File: config.mk
export PLATFORM = sky130hd
export DESIGN_NAME = inst_fetch
export DESIGN_NICKNAME = d
export VERILOG_FILES = /design/src/rtl/inst_fetch.sv
export SDC_FILE = /design/constraint.sdc
export NUM_CORES = 1
export LEC_CHECK = 0
export CAP_MARGIN = 10
export CORE_UTILIZATION = 40
export DETAILED_ROUTE_END_ITERATION = 12
export PLACE_DENSITY = 0.7
export SYNTH_ARGS = -nofsm -noshare
export SYNTH_HDL_FRONTEND = slang
export SYNTH_SLANG_ARGS = --single-unit
File: constraint.sdc
create_clock -name clk -period 4.27 [get_ports clk]
set_input_delay 0.427 -clock clk [delete_from_list [all_inputs] [get_ports clk]]
set_output_delay 0.427 -clock clk [all_outputs]
set_load 0.02 [all_outputs]
File: src/rtl/inst_fetch.sv
// Instruction fetch front end: PC register, 2-entry {pc, inst} buffer, push counter.
// Optional IF_ALIGN_CHECK_EN halts fetching after a misaligned redirect.
module inst_fetch #(
  parameter int               WIDTH    = 32,
  parameter logic [WIDTH-1:0] RESET_PC = '0,
  parameter int               PC_STEP  = 4
) (
  input  logic             clk,
  input  logic             rst_n,
  output logic [WIDTH-1:0] imem_addr,
  input  logic [WIDTH-1:0] imem_rdata,
  input  logic             stall,
  input  logic             redirect,
  input  logic [WIDTH-1:0] redirect_pc,
  output logic             out_valid,
  output logic [WIDTH-1:0] out_inst,
  output logic [WIDTH-1:0] out_pc,
  input  logic             out_ready,
  output logic [15:0]      fetch_cnt,
  output logic             misalign
);

  logic [WIDTH-1:0] pc;
  logic [WIDTH-1:0] buf_pc   [2];
  logic [WIDTH-1:0] buf_inst [2];
  logic             rd_ptr;
  logic             wr_ptr;
  logic [1:0]       count;
  logic             pop;
  logic             push;
  logic             halted;

  assign imem_addr = pc;
  assign out_valid = (count != 2'd0);
  assign out_inst  = buf_inst[rd_ptr];
  assign out_pc    = buf_pc[rd_ptr];

  assign pop  = out_valid && out_ready;
  // A full buffer still accepts a push when its head leaves on the same edge.
  assign push = !stall && !redirect && ((count < 2'd2) || pop) && !halted;

  always_ff @(posedge clk or negedge rst_n) begin
    if (!rst_n) begin
      pc     <= RESET_PC;
      count  <= 2'd0;
      rd_ptr <= 1'b0;
      wr_ptr <= 1'b0;
      for (int i = 0; i < 2; i++) begin
        buf_pc[i]   <= '0;
        buf_inst[i] <= '0;
      end
    end else if (redirect) begin
      pc     <= redirect_pc;
      count  <= 2'd0;
      rd_ptr <= 1'b0;
      wr_ptr <= 1'b0;
    end else begin
      if (pop) begin
        rd_ptr <= ~rd_ptr;
      end
      if (push) begin
        buf_pc[wr_ptr]   <= pc;
        buf_inst[wr_ptr] <= imem_rdata;
        wr_ptr           <= ~wr_ptr;
        pc               <= pc + WIDTH'(PC_STEP);
      end
      count <= count + {1'b0, push} - {1'b0, pop};
    end
  end

  always_ff @(posedge clk or negedge rst_n) begin
    if (!rst_n) begin
      fetch_cnt <= 16'd0;
    end else if (push && (fetch_cnt != 16'hFFFF)) begin
      fetch_cnt <= fetch_cnt + 16'd1;
    end
  end

`ifdef IF_ALIGN_CHECK_EN
  // Sticky until reset: a bad target stops all further fetching.
  always_ff @(posedge clk or negedge rst_n) begin
    if (!rst_n) begin
      misalign <= 1'b0;
      halted   <= 1'b0;
    end else if (redirect && (redirect_pc[1:0] != 2'b00)) begin
      misalign <= 1'b1;
      halted   <= 1'b1;
    end
  end
`else
  assign misalign = 1'b0;
  assign halted   = 1'b0;
`endif

endmodule

==> results of run 1 <==
-- power breakdown --
part / total [uW] / leakage, uW / internal [uW] / switching (uW)
Combinational: 2880 / 0.00199 / 1640 / 1250
Clock: 1520 / 0.000280 / 831 / 687
Sequential: 2750 / 0.00215 / 2320 / 430
Total: 7150 / 0.00442 / 4790 / 2360
-- cells by family after synthesis --
logic type	after synthesis	share of synthesized area, %
AO/OA/AOI/OAI	56	4.63
XOR/XNOR	25	2.57
adder cells (fa/ha/maj)	4	0.588
buffers and inverters	53	2.62
flip-flops	180	52.9
multiplexers	197	26.0
other	1	0.0440
AND/OR/NAND/NOR	159	10.6
-- path summary, 6_finish.rpt --
kind / from / to / slack [ns] / cells past startpoint
worst min-delay path: rst_n / buf_pc[26]$_DFFE_PN0P_ / 0.17 / 1
max in group asynchronous: rst_n / buf_pc[7]$_DFFE_PN0P_ / 3.16 / 2
worst min register to register: fetch_cnt[4]$_DFFE_PN0P_ / fetch_cnt[4]$_DFFE_PN0P_ / 0.50 / 1
worst max register to register: count[1]$_DFF_PN0_ / buf_pc[39]$_DFFE_PN0P_ / 1.23 / 6
worst max-delay path: stall / buf_pc[39]$_DFFE_PN0P_ / 1.17 / 6
min in group clk: fetch_cnt[4]$_DFFE_PN0P_ / fetch_cnt[4]$_DFFE_PN0P_ / 0.50 / 1
-- layer usage --
metal / GRT usage, % / wire length [um]
met5: 0 / 0
met4: 4.69 / 238
met3: 4.81 / 1020
met2: 30.6 / 9620
met1: 26.3 / 9270
-- final cells by class --
type                       count  area [sq um]  share of cell area [%]
clock buffer                  19           443                    3.98
clock inverter                13           125                    1.13
timing repair buffer         186          1870                    16.8
multi-input combinational    442          3800                    34.2
inverter                       9          33.8                   0.304
sequential                   180          4510                    40.5
tap                          275           344                    3.10
-- registers in the layout (all words and copies together), names as in the netlist --
signal and flops:
buf_pc 64, rd_ptr 1, wr_ptr 1, fetch_cnt 16, buf_inst 64, count 2, imem_addr 32
-- layout by cell type, fill, tap and decap left out, drive strengths merged, types with 11 or more instances in the layout --
cell and n:
mux2 196, dfrtp 180, clkdlybuf4s50 179, nand2 34, nand3 24, nor2 21, clkbuf 19, or4 18
nand4 16, xor2 14, inv 13, o31ai 12, xnor2 11
-- metrics by stage --
step | instances | total power [uW] | instance area [sq um] | utilization [%] | hold slack (ns)
finish | 1124 | 7150 | 11100 | 53.1 | 0.169
global route | 1124 | 7550 | 11100 | 53.1 | 0.260
CTS | 1123 | 7230 | 11100 | 53.0 | 0.223
detailed placement | 1091 | 5690 | 10500 | 50.3 | 0.490
global placement | 1091 | 5630 | 10500 | 50.3 | 0.480
floorplan | 675 | 4410 | 8520 | - | 0.131
-- critical path: stages --
cell             delay (ns)
clkdlybuf4s50_1        0.64
nor3_2                 0.40
inv_1                  0.29
nor2_4                 0.53
buf_4                  0.66
mux2_2                 0.41
==> reports/summary.md, run 1 <==
The flow ran to the end, and the final reports show no timing, DRC or antenna violations. The count of nets after finishing is 909. The logs give 0 for the diode insertion count for antenna repair and 32900 um for the global-route wire length before repair. Setup violations remaining at the end of the flow were counted as 0.

In the synthesized netlist the dominant register cell turns out to be dfrtp_1. Counting every sink on the clock net gives 180. Buffers inserted during clock tree synthesis total 17.

The fraction of registers with async set or reset after synthesis is 100%, and the highest ir drop seen on vdd is 0.000345 V. The growth of design area from synthesis to finish is 30.5%. TritonCTS built the clock tree. The data required time at the worst endpoint is 4.57 ns. Of the synthesized area, sequential elements account for 52.9%. The number of hold buffers added after CTS was 0. The run gives 6071 as the via count of the first global-routing pass. STA puts the critical path data arrival time at 3.40 ns.

Summed over all nets, the half-perimeter wirelength after detailed placement is 13400 um. The maximum fanout encountered on the critical timing path came out at 46. The per-cell routed wire length came out at 17.9 um.

For the final database, setup skew stands at 0.0160 ns. Row generation in the floorplan step produced 53 rows. By instance count, the leading cell after synthesis is mux2_2. Based on the critical path, the design can be clocked at up to 322 MHz. Yosys printed 0 warnings.

The count of final max-slew check failures was 0; the global placement routability congestion was 0.874. The floorplan step set the die height to 148 um. The tree is rooted in a clkbuf_16. Sorting the synthesized cells by area gives the leading types as dfrtp_1, mux2_2, or4_1. The count of unique library cells instantiated by Yosys was 50; the synthesized area divided by synthesized cell count was 12.6 sq um. Transition time of the tightest slew-check pin: 1.09 ns. The largest total area in the synthesized netlist belongs to dfrtp_1. Gate count of the mapped netlist: 675. Critical path endpoint category: a flop. The logs give 0 for the initial antenna violation count and 0 for the number of setup buffers added after CTS.

In this run the static leakage power is 0.00442 uW. Fill cells in the final layout number 1845. The violation count after the first detailed-routing iteration is 263, and the setup TNS is 0 ns. For the DRC violation count after routing, the log shows 0. Detailed routing inserted a total of 6015 vias. Number of max-capacitance violations reported: 0. Fraction of final layout cells sized beyond drive strength 1: 28.2%. The run gives 20100 um as the total routed wirelength. Setup repair after global routing left no endpoint under its margin. The number of H-tree levels is 4, and the minimum setup slack in the final design is 1.17 ns. The mapped netlist covers 8520 sq um. The kind of critical path is in2reg. The boundary pin count was 183; the flop and latch count out of synthesis was 180.

Yosys mapped a number of flops with a built-in enable equal to 0. Class of the tightest hold or removal check: in2async. The net count of the mapped netlist was 748.

The kind of launch point of the worst setup path is an input port. Ranked by instance count, the synthesized netlist is headed by mux2_2, dfrtp_1, nand2_1, clkbuf_1, nand3_1. Timing analysis after detailed placement gives a worst setup slack of 0.727 ns. The power per cell area came out at 643 nW/um^2. In this run the biggest area consumer among cell types represents 52.9% of the synthesized area.

For the number of resized instances in the post-cts repair step, the log shows 0. The chip width is 148 um. The run gives 0 as the final hold violation count. Counting along the longest clock path gives a buffer depth of 2. The first detailed-routing pass ran for 4 iterations.

Buffers placed on the I/O ports in this run total 181. The core region is 21000 sq um. Entering global routing, the biggest net connects 118 pins. The clock transition at the registers of the reported paths was 0.07 ns. For the worst-skew pair, the clock arrives at the later sink with an insertion delay of 0.43 ns.

Area enclosed by the die boundary: 21900 sq um. The run gives 19.2% as the global-route total usage across every layer. The worst path needs 3.10 ns of the cycle, external delays included.

Dividing the detail-routed via count by the number of cells gives 5.35. Global routing finished with a remaining overflow of 0. The final worst-path cycle share is 72.6%, and the initial standard-cell utilization of the core is 40.6%.

The worst slew margin relative to its limit was 27.3%. Count of antenna-violating nets left after detailed routing: 0.
Note: power is estimated with default switching activity, not from simulation.
==> run 2, diff against run 1 <==
- clock period: 4.27 -> 3.2 ns (I/O delays scaled with it)
==> run 2 against run 1 <==
  * Largest cell class unchanged
  * Critical path type is now reg2out
  * Critical path depth down 3
  * Sequential power rose by 31%
  * Via count increased by 0.17%
  * Clock skew down 0.0061 ns
  * Flip-flop and latch count unchanged
  * Final cell count is 0.89% higher
  * Routed wire length shrank 0.96%
  * Sequential share of layout area shrank 0.34 points
==> reports/summary.md, run 2 (synthesis results as in run 1) <==
The final hold violation count was 0 (unchanged). The count of non-filler cells in the finished layout is 1134 (+0.89%), and the DRC violation count after routing is 0 (unchanged). The run finished with clean final reports. The largest buffer count on any clock path was 2 (unchanged). Number of fill cells: 1865 (+1.1%). The min-delay analysis places its worst path in the category in2reg.

In this run the clock root is driven by a clkbuf_16. The run gives 0 (unchanged) as the number of resized instances in the post-cts repair step. The number of setup buffers added after CTS is 0 (unchanged). The most critical setup path has its endpoint at out_pc[2]. TritonCTS built the clock tree.

The via count of the first global-routing pass was 6283 (+3.5%); the number of buffers added by the clock tree synthesis step was 17 (unchanged). For the initial antenna violation count, the log shows 2 (+2). For the global placement routability congestion, the log shows 0.801 (-8.4%). Setup repair after global routing left no endpoint under its margin.

The critical path starts at rd_ptr$_DFFE_PN0P_. Grouping stages by cell kind, the critical path spends the most delay in buffers and inverters. The number of detailed-route iterations in the first pass is 4 (unchanged). For the clock insertion delay at the later pin of the skew report, the log shows 0.43 ns (about the same). The tools report the total routed wirelength as 20000 um (-0.96%). The total buffers and inverters traversed by the critical path is 2 (-1). The library cell used most frequently in the layout, excluding fill and tap cells, is mux2_2. The delay of the slowest cell on the worst path was 0.57 ns (-0.09 ns). For the HPWL reported at the end of detailed placement, the log shows 13600 um (+1.5%). The tools report the worst clock skew as 0.00988 ns (-0.00611 ns). The data arrival time of the critical path is 2.06 ns (-1.34 ns), and the worst slew margin relative to its limit is 52.4% (+25 points). The tools report the kind of launch point of the worst setup path as a flop. The clock transition at the registers of the reported paths was 0.07 ns (about the same); the static leakage was 0.00446 uW (+0.84%). In the layout the commonest cells are mux2_2, dfrtp_1, clkdlybuf4s50_1.

The tools report the global-route total usage across every layer as 19.3% (+0.098 points). Total core area: 21000 sq um (unchanged). For the data required time at the worst endpoint, the log shows 2.88 ns (-1.69 ns). The endpoint identified for the worst register-to-register timing path is imem_addr[13]$_DFFE_PN0P_. The beginning of the worst hold path was redirect. The power per cell area was 850 nW/um^2 (+32%).

The tools report the boundary pin count as 183 (unchanged). The number of buffers added on ports was 181 (unchanged); the violation count after the first detailed-routing iteration was 286 (+8.7%). Count of final setup violators: 0 (unchanged). Traced cell by cell, the critical path runs through buf_12, mux2_2, clkdlybuf4s50_1. Among all stages on the critical path, the largest delay is contributed by clkdlybuf4s50_1. The remaining global-route overflow is 0 (unchanged). The via count normalized by instance count came out at 5.31 (-0.72%).

The setup TNS is 0 ns (unchanged). The tools report the highest clock frequency the design can meet as 420 MHz. The count of nets after finishing was 918 (+0.99%).

The tools report the count of antenna-violating nets left after detailed routing as 0 (unchanged). Number of H-tree levels: 4 (unchanged). The kind of critical path was reg2out.

The worst setup path is captured at a primary output. The global-route wire length before repair is 33200 um (+1.1%), and the chip width is 148 um (unchanged). The maximum number of pins on one net before global-route repair is 67 (-43%), and the reg2reg setup slack is 0.89 ns (-0.34 ns). The worst register-to-register path begins at imem_addr[4]$_DFFE_PN0P_. The transition time of the tightest slew-check pin works out to 0.709 ns (-0.381 ns). The path length in cells of the critical path came out at 3 (-3).

The logs give 40.6% (unchanged) for the initial standard-cell utilization of the core and 53 (unchanged) for the cell row count. Relative to the synthesized area, the layout overhead comes to 31.6%. The height of the die works out to 148 um (unchanged). The highest ir drop seen on vdd was 0.000442 V (+28%); the logic depth of the worst register-to-register path was 4 (-2).

The logs give 21900 sq um (unchanged) for the area enclosed by the die boundary and 180 (unchanged) for the clock sink count. The number of placed instances, taps included is 1100 (+0.82%), and the maximum fanout encountered on the critical timing path is 48 (+4.3%). The total number of vias is 6025 (+0.17%), and the time the final worst path needs with I/O delays and setup is 2.38 ns. The final worst-path cycle share is 74.4%. The count of final max-slew check failures is 0 (unchanged), and the number of max-capacitance violations reported is 0 (unchanged).

The per-cell routed wire length was 17.6 um (-1.8%); the fraction of final layout cells sized beyond drive strength 1 was 28.9% (+0.75 points).
run 2: worst reg2reg max path: cells and delay by family, from the launching register on:
kind | cells | cell delay (ns)
flops | 1 | 0.51
compound gates | 1 | 0.20
simple gates | 3 | 1.50
run 2: per-stage QoR:
step / total power [uW] / cell area, sq um / utilization, % / hold slack, ns / worst slack (ns)
after detailed placement: 7600 / 10600 / 50.8 / 0.362 / 0.642
after floorplan: 5890 / 8520 / - / 0.0244 / 1.12
after global routing: 10100 / 11200 / 53.5 / 0.280 / 0.753
after CTS: 9650 / 11200 / 53.5 / 0.269 / 0.791
after global placement: 7520 / 10600 / 50.8 / 0.366 / 0.671
final: 9530 / 11200 / 53.5 / 0.283 / 0.818
run 2: worst min-delay path by stage:
stage                     slack [ns]                       end  depth (start not counted)
after floorplan                 0.02   buf_inst[0]$_DFFE_PN0P_                          0
after global placement          0.37  fetch_cnt[3]$_DFFE_PN0P_                          1
after detailed placement        0.36  fetch_cnt[3]$_DFFE_PN0P_                          1
after CTS                       0.27  fetch_cnt[8]$_DFFE_PN0P_                          4
after global routing            0.28  fetch_cnt[8]$_DFFE_PN0P_                          4
final                           0.28  fetch_cnt[8]$_DFFE_PN0P_                          4
run 2: repair_timing:
item	CTS	global route
hold buffers	1	0
hold endpoints to repair	63	0
endpoints found under the setup margin	0	0
run 2: area by class of cell:
cell class	instances	area (sq um)	area share [%]
clock buffers	17	425	3.79
flip-flops and latches	180	4510	40.2
well taps	275	344	3.07
multi-input cells	442	3800	33.9
inverters	9	33.8	0.301
diodes	1	2.50	0.0223
clock inverters	15	138	1.23
repair buffers	195	1970	17.5
run 2: layer usage:
metal | global-route usage [%] | wire, um | vias up
met1 | 25.5 | 8930 | 3049
li1 | - | - | 2818
met2 | 31.0 | 9600 | 139
met4 | 4.85 | 220 | 2
met5 | 0 | 13 | -
met3 | 5.86 | 1190 | 17
run 2: report_power, final:
| group | total, uW | internal, uW | switching, uW |
|---|---|---|---|
| Clock | 2000 | 1030 | 974 |
| Sequential | 3600 | 3100 | 502 |
| Combinational | 3930 | 2200 | 1730 |
| Total | 9530 | 6330 | 3200 |
==> run 3, diff against run 2 <==
- PLACE_DENSITY: 0.7 -> 0.73
- clock period: 3.2 -> 2 ns (I/O delays scaled with it)
==> run 3 against run 2 <==
  * Power grew 62%
  * Routed wire length grew 10%
  * Combinational power rose by 62%
  * Critical path depth stayed put
  * Flip-flop and latch count did not move
  * Via count increased by 4.7%
  * Critical path type unchanged
  * First-iteration DRC count shrank 8.4%
  * Largest cell class unchanged
  * Non-clock buffer count up 60
  * Sequential power rose by 58%
  * Worst hold slack better by 0.012 ns
  * The run now ends with setup timing left
  * Die area did not move
==> reports/summary.md, run 3 (synthesis results as in run 1) <==
The flow ran to the end, but the final reports show violations. The final reports fail on setup timing. The boundary pin count was 183 (unchanged). The endpoint identified for the worst register-to-register timing path is imem_addr[24]$_DFFE_PN0P_. The largest buffer count on any clock path was 2 (unchanged).

The per-cell routed wire length was 18.4 um (+4.8%). The logs give 0 (unchanged) for the remaining global-route overflow and 0 (unchanged) for the DRC violation count after routing. The total number of vias came out at 6307 (+4.7%). The area taken by multi-input logic gates came out at 3850 sq um (+1.4%). Count of final max-slew check failures: 0 (unchanged). TritonCTS built the clock tree. The chip width is 148 um (unchanged). The tools report the data required time at the worst endpoint as 1.80 ns (-1.08 ns). Clock sink count: 180 (unchanged).

For the number of fill cells, the log shows 1740 (-6.7%). Critical path startpoint: rd_ptr$_DFFE_PN0P_. The tools report the global-route wire length before repair as 34800 um (+4.8%). Critical path endpoint category: a primary output. The tools report the via count of the first global-routing pass as 6619 (+5.3%). Traced cell by cell, the critical path runs through bufbuf_16, mux2_2, dlygate4sd2_1. The class of the tightest hold or removal check was in2async. The highest ir drop seen on vdd was 0.000724 V (+64%); the number of buffers added on ports was 181 (unchanged). The transition time of the tightest slew-check pin is 0.580 ns (-0.129 ns).

The most critical setup path has its endpoint at out_inst[6]. Kind of launch point of the worst setup path: a flop. The total buffers and inverters traversed by the critical path works out to 2 (unchanged). The violation count after the first detailed-routing iteration was 262 (-8.4%); the global placement routability congestion was 0.867 (+8.3%). The height of the die came out at 148 um (unchanged). The initial standard-cell utilization of the core was 40.6% (unchanged). The number of buffers added by the clock tree synthesis step is 17 (unchanged). The maximum fanout encountered on the critical timing path was 13 (-73%). The routed design could run at a clock period as short as 2.00 ns.

The clock transition at the registers of the reported paths came out at 0.07 ns (about the same). The count of final setup violators was 1 (+1). Data arrival time of the critical path: 1.80 ns (-0.26 ns).

The run gives 0 (unchanged) as the count of antenna-violating nets left after detailed routing. Setup repair after global routing could not meet its margin everywhere. For the minimum setup slack in the final design, the log shows -0.000257 ns (-0.818 ns). The growth of design area from synthesis to finish is 38.8%, and the final hold violation count is 0 (unchanged). Worst slack after detailed placement: -0.358 ns (-0.999 ns). The tree is rooted in a clkbuf_16.

The post-layout utilization of the core was 56.4% (+2.9 points); the total routed wirelength was 22000 um (+10%). Grouping stages by cell kind, the critical path spends the most delay in buffers and inverters. The worst slew margin relative to its limit is 60.4% (+7.9 points). The number of detailed-route iterations in the first pass came out at 4 (unchanged).

The delay of the slowest cell on the worst path came out at 0.41 ns (-0.16 ns). The library cell used most frequently in the layout, excluding fill and tap cells, is mux2_2. For the initial antenna violation count, the log shows 0 (-2).

The critical path is of the reg2out type. Maximum number of pins on one net before global-route repair: 54 (-19%). The total core area was 21000 sq um (unchanged); the power per cell area was 1300 nW/um^2 (+53%). The count of nets after finishing came out at 978 (+6.5%). The clock insertion delay at the later pin of the skew report was 0.43 ns (about the same). The logs give 4520 sq um (+0.25%) for the register area and 0 (unchanged) for the number of max-capacitance violations reported.

The top cell types in the final layout, fill and taps aside, are mux2_2, dfrtp_1, clkdlybuf4s50_1. The final worst-path cycle share was 100%; the cell row count was 53 (unchanged). The HPWL reported at the end of detailed placement was 14700 um (+8.1%); the static leakage was 0.00490 uW (+9.8%).

The number of H-tree levels was 4 (unchanged). For the reg2reg setup slack, the log shows 0.03 ns (-0.86 ns). The fraction of final layout cells sized beyond drive strength 1 came out at 42.2% (+13 points).

Path length in cells of the critical path: 3 (unchanged). The logic depth of the worst register-to-register path is 5 (+1). Worst clock skew: 0.00736 ns (-0.00252 ns). For the global-route total usage across every layer, the log shows 20.5% (+1.1 points). Based on the critical path, the design can be clocked at up to 500 MHz.

The via count normalized by instance count was 5.28 (-0.58%). The tools report the launch point of the worst reg-to-reg path as count[1]$_DFF_PN0_. The slowest stage of the critical path belongs to the cell dfrtp_2. The area enclosed by the die boundary came out at 21900 sq um (unchanged).
## run 3: cell types whose count changed in the layout (fill, tap and decap cells not counted), moves of 5 or more
cell | previous run | this run
dfrtp_1 | 179 | 170
dfrtp_2 | 1 | 10
or4_1 | 18 | 13
clkbuf_2 | 0 | 30
buf_4 | 9 | 55
buf_12 | 4 | 11
clkdlybuf4s15_2 | 0 | 25
clkdlybuf4s50_1 | 179 | 113
or4_4 | 0 | 5
buf_2 | 1 | 6
## run 3: worst min-delay path by stage
stage | startpoint | endpoint | slack [ns] | cells past startpoint
2_1_floorplan | rst_n | buf_inst[0]$_DFFE_PN0P_ | -0.1 | 0
3_3_place_gp | rst_n | fetch_cnt[4]$_DFFE_PN0P_ | 0.20 | 1
3_5_place_dp | rst_n | fetch_cnt[4]$_DFFE_PN0P_ | 0.20 | 1
4_1_cts | rst_n | buf_pc[19]$_DFFE_PN0P_ | 0.32 | 2
5_1_grt | redirect_pc[8] | imem_addr[8]$_DFFE_PN0P_ | 0.33 | 3
6_report | rst_n | fetch_cnt[4]$_DFFE_PN0P_ | 0.30 | 2
## run 3: report_power, final
group,switching (uW),total (uW),internal [uW],leakage [uW]
Sequential,725,5690,4960,0.00214
Clock,1570,3350,1770,0.000276
Combinational,3010,6380,3370,0.00248
Total,5310,15400,10100,0.00490
## run 3: what timing repair did
action | 4_1_cts | 5_1_grt
gates resized for setup | 158 | 48
buffers inserted | 4 | 2
cloned | 3 | 3
setup endpoints to repair | 115 | 131
pin swaps | 2 | 5
hold endpoints to repair | 46 | 0
hold buffers | 1 | 0
## run 3: final cells by class
type | count | share of cell area (%)
Tap cell | 275 | 2.91
Clock inverter | 15 | 1.35
Sequential cell | 180 | 38.2
Inverter | 9 | 0.286
Antenna cell | 1 | 0.0212
Clock buffer | 17 | 3.60
Multi-Input combinational cell | 442 | 32.6
Timing Repair Buffer | 255 | 21.0
## run 3: worst register-to-register path: cells and delay by family, from the launching register on
| family | cells | cell delay [ns] |
|---|---|---|
| compound gates | 1 | 0.19 |
| buf+inv | 1 | 0.14 |
| flops | 1 | 0.37 |
| simple gates | 3 | 1.18 |
## run 3: through the flow
stage	hold WS [ns]	instance area, sq um	cells	total power, uW	setup TNS (ns)
after floorplan	-0.0956	8530	675	9430	-0.0564
after global placement	0.198	11100	1148	12200	-12.97
after detailed placement	0.204	11100	1148	12400	-30.48
after CTS	0.320	11900	1188	15700	-0.123
after global routing	0.329	11800	1193	16200	-0.963
final	0.295	11800	1194	15400	-0.000257
## run 3: routing by layer
metal	track usage [%]	wire length (um)	vias to the layer above
met5	0	0	-
met4	7.42	369	0
li1	-	-	2947
met1	25.9	9680	3180
met2	34.5	11000	151
met3	4.26	947	29
